<file path="config.mk">
export PLATFORM = sky130hd
export DESIGN_NAME = audio_mixer_seq
export DESIGN_NICKNAME = d
export VERILOG_FILES = /design/src/rtl/audio_mix_pkg.sv /design/src/rtl/audio_mix_gain_regs.sv /design/src/rtl/audio_mixer_seq.sv
export SDC_FILE = /design/constraint.sdc
export NUM_CORES = 1
export LEC_CHECK = 0
export BUFFER_PORTS_ARGS = -buffer_cell sky130_fd_sc_hd__buf_2
export CAP_MARGIN = 20
export CORE_AREA = 4 4 93 95
export DETAILED_ROUTE_END_ITERATION = 8
export DIE_AREA = 0 0 97 99
export PLACE_DENSITY = 0.71
export SLEW_MARGIN = 20
export SYNTH_ARGS = -nofsm -noshare
export SYNTH_HDL_FRONTEND = slang
export SYNTH_SLANG_ARGS = --single-unit
</file>
<file path="constraint.sdc">
create_clock -name clk -period 4.2 [get_ports clk]
set_input_delay 0 -clock clk [delete_from_list [all_inputs] [get_ports clk]]
set_output_delay 0 -clock clk [all_outputs]
set_load 0.05 [all_outputs]
</file>
<file path="src/rtl/audio_mix_pkg.sv">
// Shared types and width helpers for the time-multiplexed audio mixer.
package audio_mix_pkg;

  typedef enum logic [1:0] {IDLE, ACC, OUT} mix_state_e;

  function automatic int clog2(input int n);
    int r;
    r = 0;
    for (int i = 0; i < 31; i++)
      if ((1 << i) < n) r = i + 1;
    return r;
  endfunction

  function automatic int unity_gain(input int gain_w);
    return 1 << (gain_w - 1);
  endfunction

  // Sum of NCH full-scale products fits without wrapping.
  function automatic int acc_width(input int in_w, input int gain_w, input int nch);
    return in_w + gain_w + clog2(nch + 1);
  endfunction

  localparam int ACC_W_DEF = acc_width(6, 4, 2);

endpackage

</file>
<file path="src/rtl/audio_mix_gain_regs.sv">
// Per-channel gain register file: resets to unity, indexed write, read-back mux.
module audio_mix_gain_regs
  import audio_mix_pkg::*;
#(
  parameter int NCH    = 2,
  parameter int GAIN_W = 4
) (
  input  logic                         clk,
  input  logic                         reset_n,
  input  logic                         gain_we,
  input  logic [3:0]                   gain_ad,
  input  logic [GAIN_W-1:0]            gain_d,
  output logic [NCH-1:0][GAIN_W-1:0]   gains,
  output logic [GAIN_W-1:0]            gain_q
);

  localparam logic [GAIN_W-1:0] UNITY = GAIN_W'(unity_gain(GAIN_W));

  // Indices at or above NCH match no lane, so writes there are dropped.
  always_ff @(posedge clk or negedge reset_n) begin
    if (!reset_n) begin
      for (int k = 0; k < NCH; k++) gains[k] <= UNITY;
    end else if (gain_we) begin
      for (int k = 0; k < NCH; k++)
        if (gain_ad == 4'(k)) gains[k] <= gain_d;
    end
  end

  always_comb begin
    gain_q = '0;
    for (int k = 0; k < NCH; k++)
      if (gain_ad == 4'(k)) gain_q = gains[k];
  end

endmodule

</file>
<file path="src/rtl/audio_mixer_seq.sv">
// NCH-channel sequential audio mixer: one multiply-accumulate per clock.
// AUDIO_MIX_SAT_EN selects a saturating output clip instead of modulo wrap.
module audio_mixer_seq
  import audio_mix_pkg::*;
#(
  parameter int NCH    = 2,
  parameter int IN_W   = 6,
  parameter int GAIN_W = 4,
  parameter int OUT_W  = 8
) (
  input  logic                  clk,
  input  logic                  reset_n,
  input  logic [NCH*IN_W-1:0]   snd_in,
  input  logic                  sample_stb,
  input  logic                  gain_we,
  input  logic [3:0]            gain_ad,
  input  logic [GAIN_W-1:0]     gain_d,
  output logic [GAIN_W-1:0]     gain_q,
  output logic [OUT_W-1:0]      sout,
  output logic                  sout_valid,
  output logic                  busy,
  output logic                  overrun
);

  localparam int ACC_W  = acc_width(IN_W, GAIN_W, NCH);
  localparam int PROD_W = IN_W + GAIN_W;
  localparam int CH_W   = (NCH > 1) ? clog2(NCH) : 1;

  mix_state_e                    state;
  logic [NCH-1:0][IN_W-1:0]      snap;
  logic [NCH-1:0][GAIN_W-1:0]    gains;
  logic [ACC_W-1:0]              acc, acc_nxt, res;
  logic [CH_W-1:0]               ch;
  logic [IN_W-1:0]               cur_smp;
  logic [GAIN_W-1:0]             cur_gain;
  logic [PROD_W-1:0]             prod;
  logic [OUT_W-1:0]              sout_nxt;

  audio_mix_gain_regs #(.NCH(NCH), .GAIN_W(GAIN_W)) u_gain_regs (
    .clk     (clk),
    .reset_n (reset_n),
    .gain_we (gain_we),
    .gain_ad (gain_ad),
    .gain_d  (gain_d),
    .gains   (gains),
    .gain_q  (gain_q)
  );

  // Live gain is read each step, so a mid-mix write affects unprocessed channels.
  always_comb begin
    cur_smp  = '0;
    cur_gain = '0;
    for (int k = 0; k < NCH; k++)
      if (ch == CH_W'(k)) begin
        cur_smp  = snap[k];
        cur_gain = gains[k];
      end
  end

  assign prod    = PROD_W'(cur_smp) * PROD_W'(cur_gain);
  assign acc_nxt = acc + ACC_W'(prod);
  assign res     = acc_nxt >> (GAIN_W - 1);

  always_comb begin
`ifdef AUDIO_MIX_SAT_EN
    sout_nxt = ((res >> OUT_W) != '0) ? '1 : OUT_W'(res);
`else
    sout_nxt = OUT_W'(res);
`endif
  end

  // The last add also loads sout, so sout_valid is high throughout OUT.
  always_ff @(posedge clk or negedge reset_n) begin
    if (!reset_n) begin
      state      <= IDLE;
      snap       <= '0;
      acc        <= '0;
      ch         <= '0;
      sout       <= '0;
      sout_valid <= 1'b0;
      busy       <= 1'b0;
      overrun    <= 1'b0;
    end else begin
      sout_valid <= 1'b0;
      if (sample_stb && state != IDLE) overrun <= 1'b1;
      case (state)
        IDLE: if (sample_stb) begin
          snap  <= snd_in;
          acc   <= '0;
          ch    <= '0;
          busy  <= 1'b1;
          state <= ACC;
        end
        ACC: begin
          acc <= acc_nxt;
          ch  <= ch + 1'b1;
          if (ch == CH_W'(NCH - 1)) begin
            sout       <= sout_nxt;
            sout_valid <= 1'b1;
            state      <= OUT;
          end
        end
        OUT: begin
          busy  <= 1'b0;
          state <= IDLE;
        end
        default: state <= IDLE;
      endcase
    end
  end

endmodule

</file>
==> impl_metrics.tcl <==
set metrics [dict create \
    hold_start "gain_we" \
    r2r-start "ch$_DFFE_PN0P_" \
    clkTransAtPathRegs_ns 0.08 \
    path_max_fanout 6 \
    grt_remaining_overflow 0 \
    arrival_ns 4.27 \
    worst_setup_path_start_kind "flip-flop" \
    fp.dieH_um 99 \
    grt_use_total_pct 14.2 \
    synth_edf_count 0 \
    cts_buffers 5 \
    synth_top_family_by_area "adder cells" \
    synthSimpleGateAreaFrac_pct 11.8 \
    start_util_pct 39.8 \
    timing.rr.end "acc[7]$_DFFE_PN0P_" \
    setup-tns-final_ns 0 \
    cts.root.buffer_cell "clkbuf_8" \
    areaGrowthSynthToFinish_pct 21.8 \
    antenna_found_initial 0 \
    synth-xor-area-share_pct 1.87 \
    netlist_instances 306 \
    nets 421 \
    final-hold-violation-count 0 \
    place_congestion 0.871 \
    maxSlewViolCount 0 \
    synthAdderAreaFrac_pct 17.5 \
    hold_depth 4 \
    ant_nets 0 \
    cap_violations 0 \
    synth_mux_area_share_pct 8.99 \
    whs_endpoint "u_gain_regs.gains[1]$_DFFE_PN0P_" \
    io-pin-count 39 \
    insertion_delay_ns 0.30 \
    slew_headroom_pct 55.5 \
    tightest_slew_ns 0.667 \
    yosysWarnings 0 \
    fmax_mhz 245 \
    mostFrequentLayoutCells "42 x inv_1, 42 x dfrtp_1, 38 x buf_2, 27 x nand2_1, 21 x mux2_2" \
    drt_iter0_drc 146 \
    layout-drive-gt1-share_pct 25.8 \
    drt_pass1_iterations 4 \
    worstRegToRegCells 14 \
    syn_area_um2 3080 \
    finalSetupViolations 0 \
    hold_slack_ns 0.186 \
    ys_seq_area_share_pct 36.7 \
    grt_max_degree 46 \
    ys_seq_elements 45 \
    via_per_inst 5.24 \
    finalCoreUtilization_pct 48.5 \
    wl_per_cell_um 14.6 \
    rows 32 \
    drc 0 \
    diodes 0 \
    path_class "reg -> reg" \
    clock_path_buffers 2 \
    status "completed" \
    grt_first_pass_wirelength_um 11300 \
    avgSynthCellArea_um2 10.1 \
    finClkSkew_ns 0.00669 \
    port_buffers 38 \
    regToRegSetupSlack_ns 0.12 \
    cts_tree "built" \
    grt_pass1_vias 2365 \
    cp.required_ns 4.39 \
    layout_min_cycle_time_ns 4.08 \
    num_vias 2441 \
    die_area_um2 9600 \
    dp_hpwl_um 5170 \
    synth_compound_gate_area_share_pct 15.9 \
    synth_flop_cell "dfrtp_1" \
    synthArstFlopShare_pct 100 \
    synth.distinct_cells 45 \
    totalWireLength_um 6790 \
    coreArea_um2 7730 \
    synth_nets 364 \
    fillers 728 \
    fin_crit_sh_pct 97.2 \
    die_x_um 97 \
    htree_levels 2 \
    clock_sinks 45 \
    worst_setup_path_end_kind "flip-flop" \
    hold_path_class "in -> reg" \
]
critical path, stage by stage, from the launching register on:
cell	delay [ns]
dfrtp_2	0.46
buf_4	0.19
nor2b_2	0.16
a32oi_2	0.08
fa_1	0.50
fa_1	0.51
fa_1	0.52
inv_1	0.04
ha_1	0.33
nor2b_1	0.16
o21ai_2	0.15
a21oi_2	0.10
o21a_1	0.18
or3_1	0.33
a32o_1	0.27
layout make-up:
| class | count | area (um^2) | area share (%) |
|---|---|---|---|
| Multi-Input combinational cell | 202 | 1760 | 47.1 |
| Sequential cell | 45 | 1130 | 30.2 |
| Timing Repair Buffer | 66 | 445 | 11.9 |
| Inverter | 43 | 161 | 4.31 |
| Tap cell | 102 | 128 | 3.41 |
| Clock buffer | 7 | 86.3 | 2.31 |
| Clock inverter | 1 | 30.0 | 0.802 |
synth_stat cells, drive strengths merged, types with 2 or more instances:
cell / n / share of area (%)
or3: 3 / 0.61
xor2: 3 / 0.85
nand2b: 4 / 0.81
nor3b: 3 / 0.73
and2: 3 / 0.69
a211oi: 2 / 0.65
fa: 15 / 9.8
nor2b: 9 / 1.8
buf: 5 / 0.65
nand2: 27 / 3.3
a32oi: 4 / 1.1
a32o: 19 / 6.2
ha: 19 / 7.7
o21a: 2 / 0.49
a21oi: 7 / 1.3
dfstp: 2 / 1.7
mux2: 21 / 7.7
nand3: 7 / 1.1
o22ai: 6 / 1.2
dfrtp: 43 / 35
o21ai: 19 / 3.2
inv: 43 / 5.2
nor2: 11 / 1.4
clkbuf: 11 / 1.3
or4: 2 / 0.49
a221oi: 2 / 0.57
mux2i: 4 / 1.3
cell families after synthesis:
kind of cell	count (synthesis)
AOI/OAI and AO/OA	65
xor gates and xnor gates	5
adders and majority gates	34
buffers and inverters	59
DFF	45
muxes	25
and+or+nand+nor	73
what timing repair did:
| action | CTS | global route |
|---|---|---|
| resized for setup | 0 | 13 |
| endpoints found under the hold margin | 65 | 0 |
| setup buffers | 0 | 2 |
| hold buffers | 18 | 0 |
| endpoints found under the setup margin | 0 | 10 |
routing by layer:
layer | global-route usage, % | vias to the layer above | share of wire, %
met5 | 0 | - | 0
met4 | 4.64 | 0 | 1.4
met3 | 3.18 | 7 | 5.3
met2 | 23.2 | 62 | 50
met1 | 18.7 | 1196 | 43
li1 | - | 1176 | -
through the flow:
stage          setup WS [ns]  cell area, um^2  cells
3_5_place_dp          0.0509             3390    437
6_report               0.116             3740    466
3_3_place_gp           0.107             3390    437
4_1_cts               0.0435             3690    463
5_1_grt              -0.0212             3740    466
2_1_floorplan         0.0766             3080    306
how the worst max path moves through the flow:
stage / from / end / slack, ns
after global routing: ch$_DFFE_PN0P_ / acc[7]$_DFFE_PN0P_ / -0.02
after global placement: ch$_DFFE_PN0P_ / sout[7]$_DFFE_PN0P_ / 0.11
after CTS: ch$_DFFE_PN0P_ / acc[7]$_DFFE_PN0P_ / 0.04
final: ch$_DFFE_PN0P_ / acc[7]$_DFFE_PN0P_ / 0.12
after detailed placement: ch$_DFFE_PN0P_ / sout[7]$_DFFE_PN0P_ / 0.05
after floorplan: ch$_DFFE_PN0P_ / acc[7]$_DFFE_PN0P_ / 0.08
sequential cells by signal, indices dropped and copies added, names as in the netlist:
name,flops
sout,8
snap,12
u_gain_regs.gains,8
acc,11
ch,1
overrun,1
state,2
busy,1
sout_valid,1
Power is not shown: default switching activity piles up to over one toggle a cycle in this logic, so the estimate is an artifact.
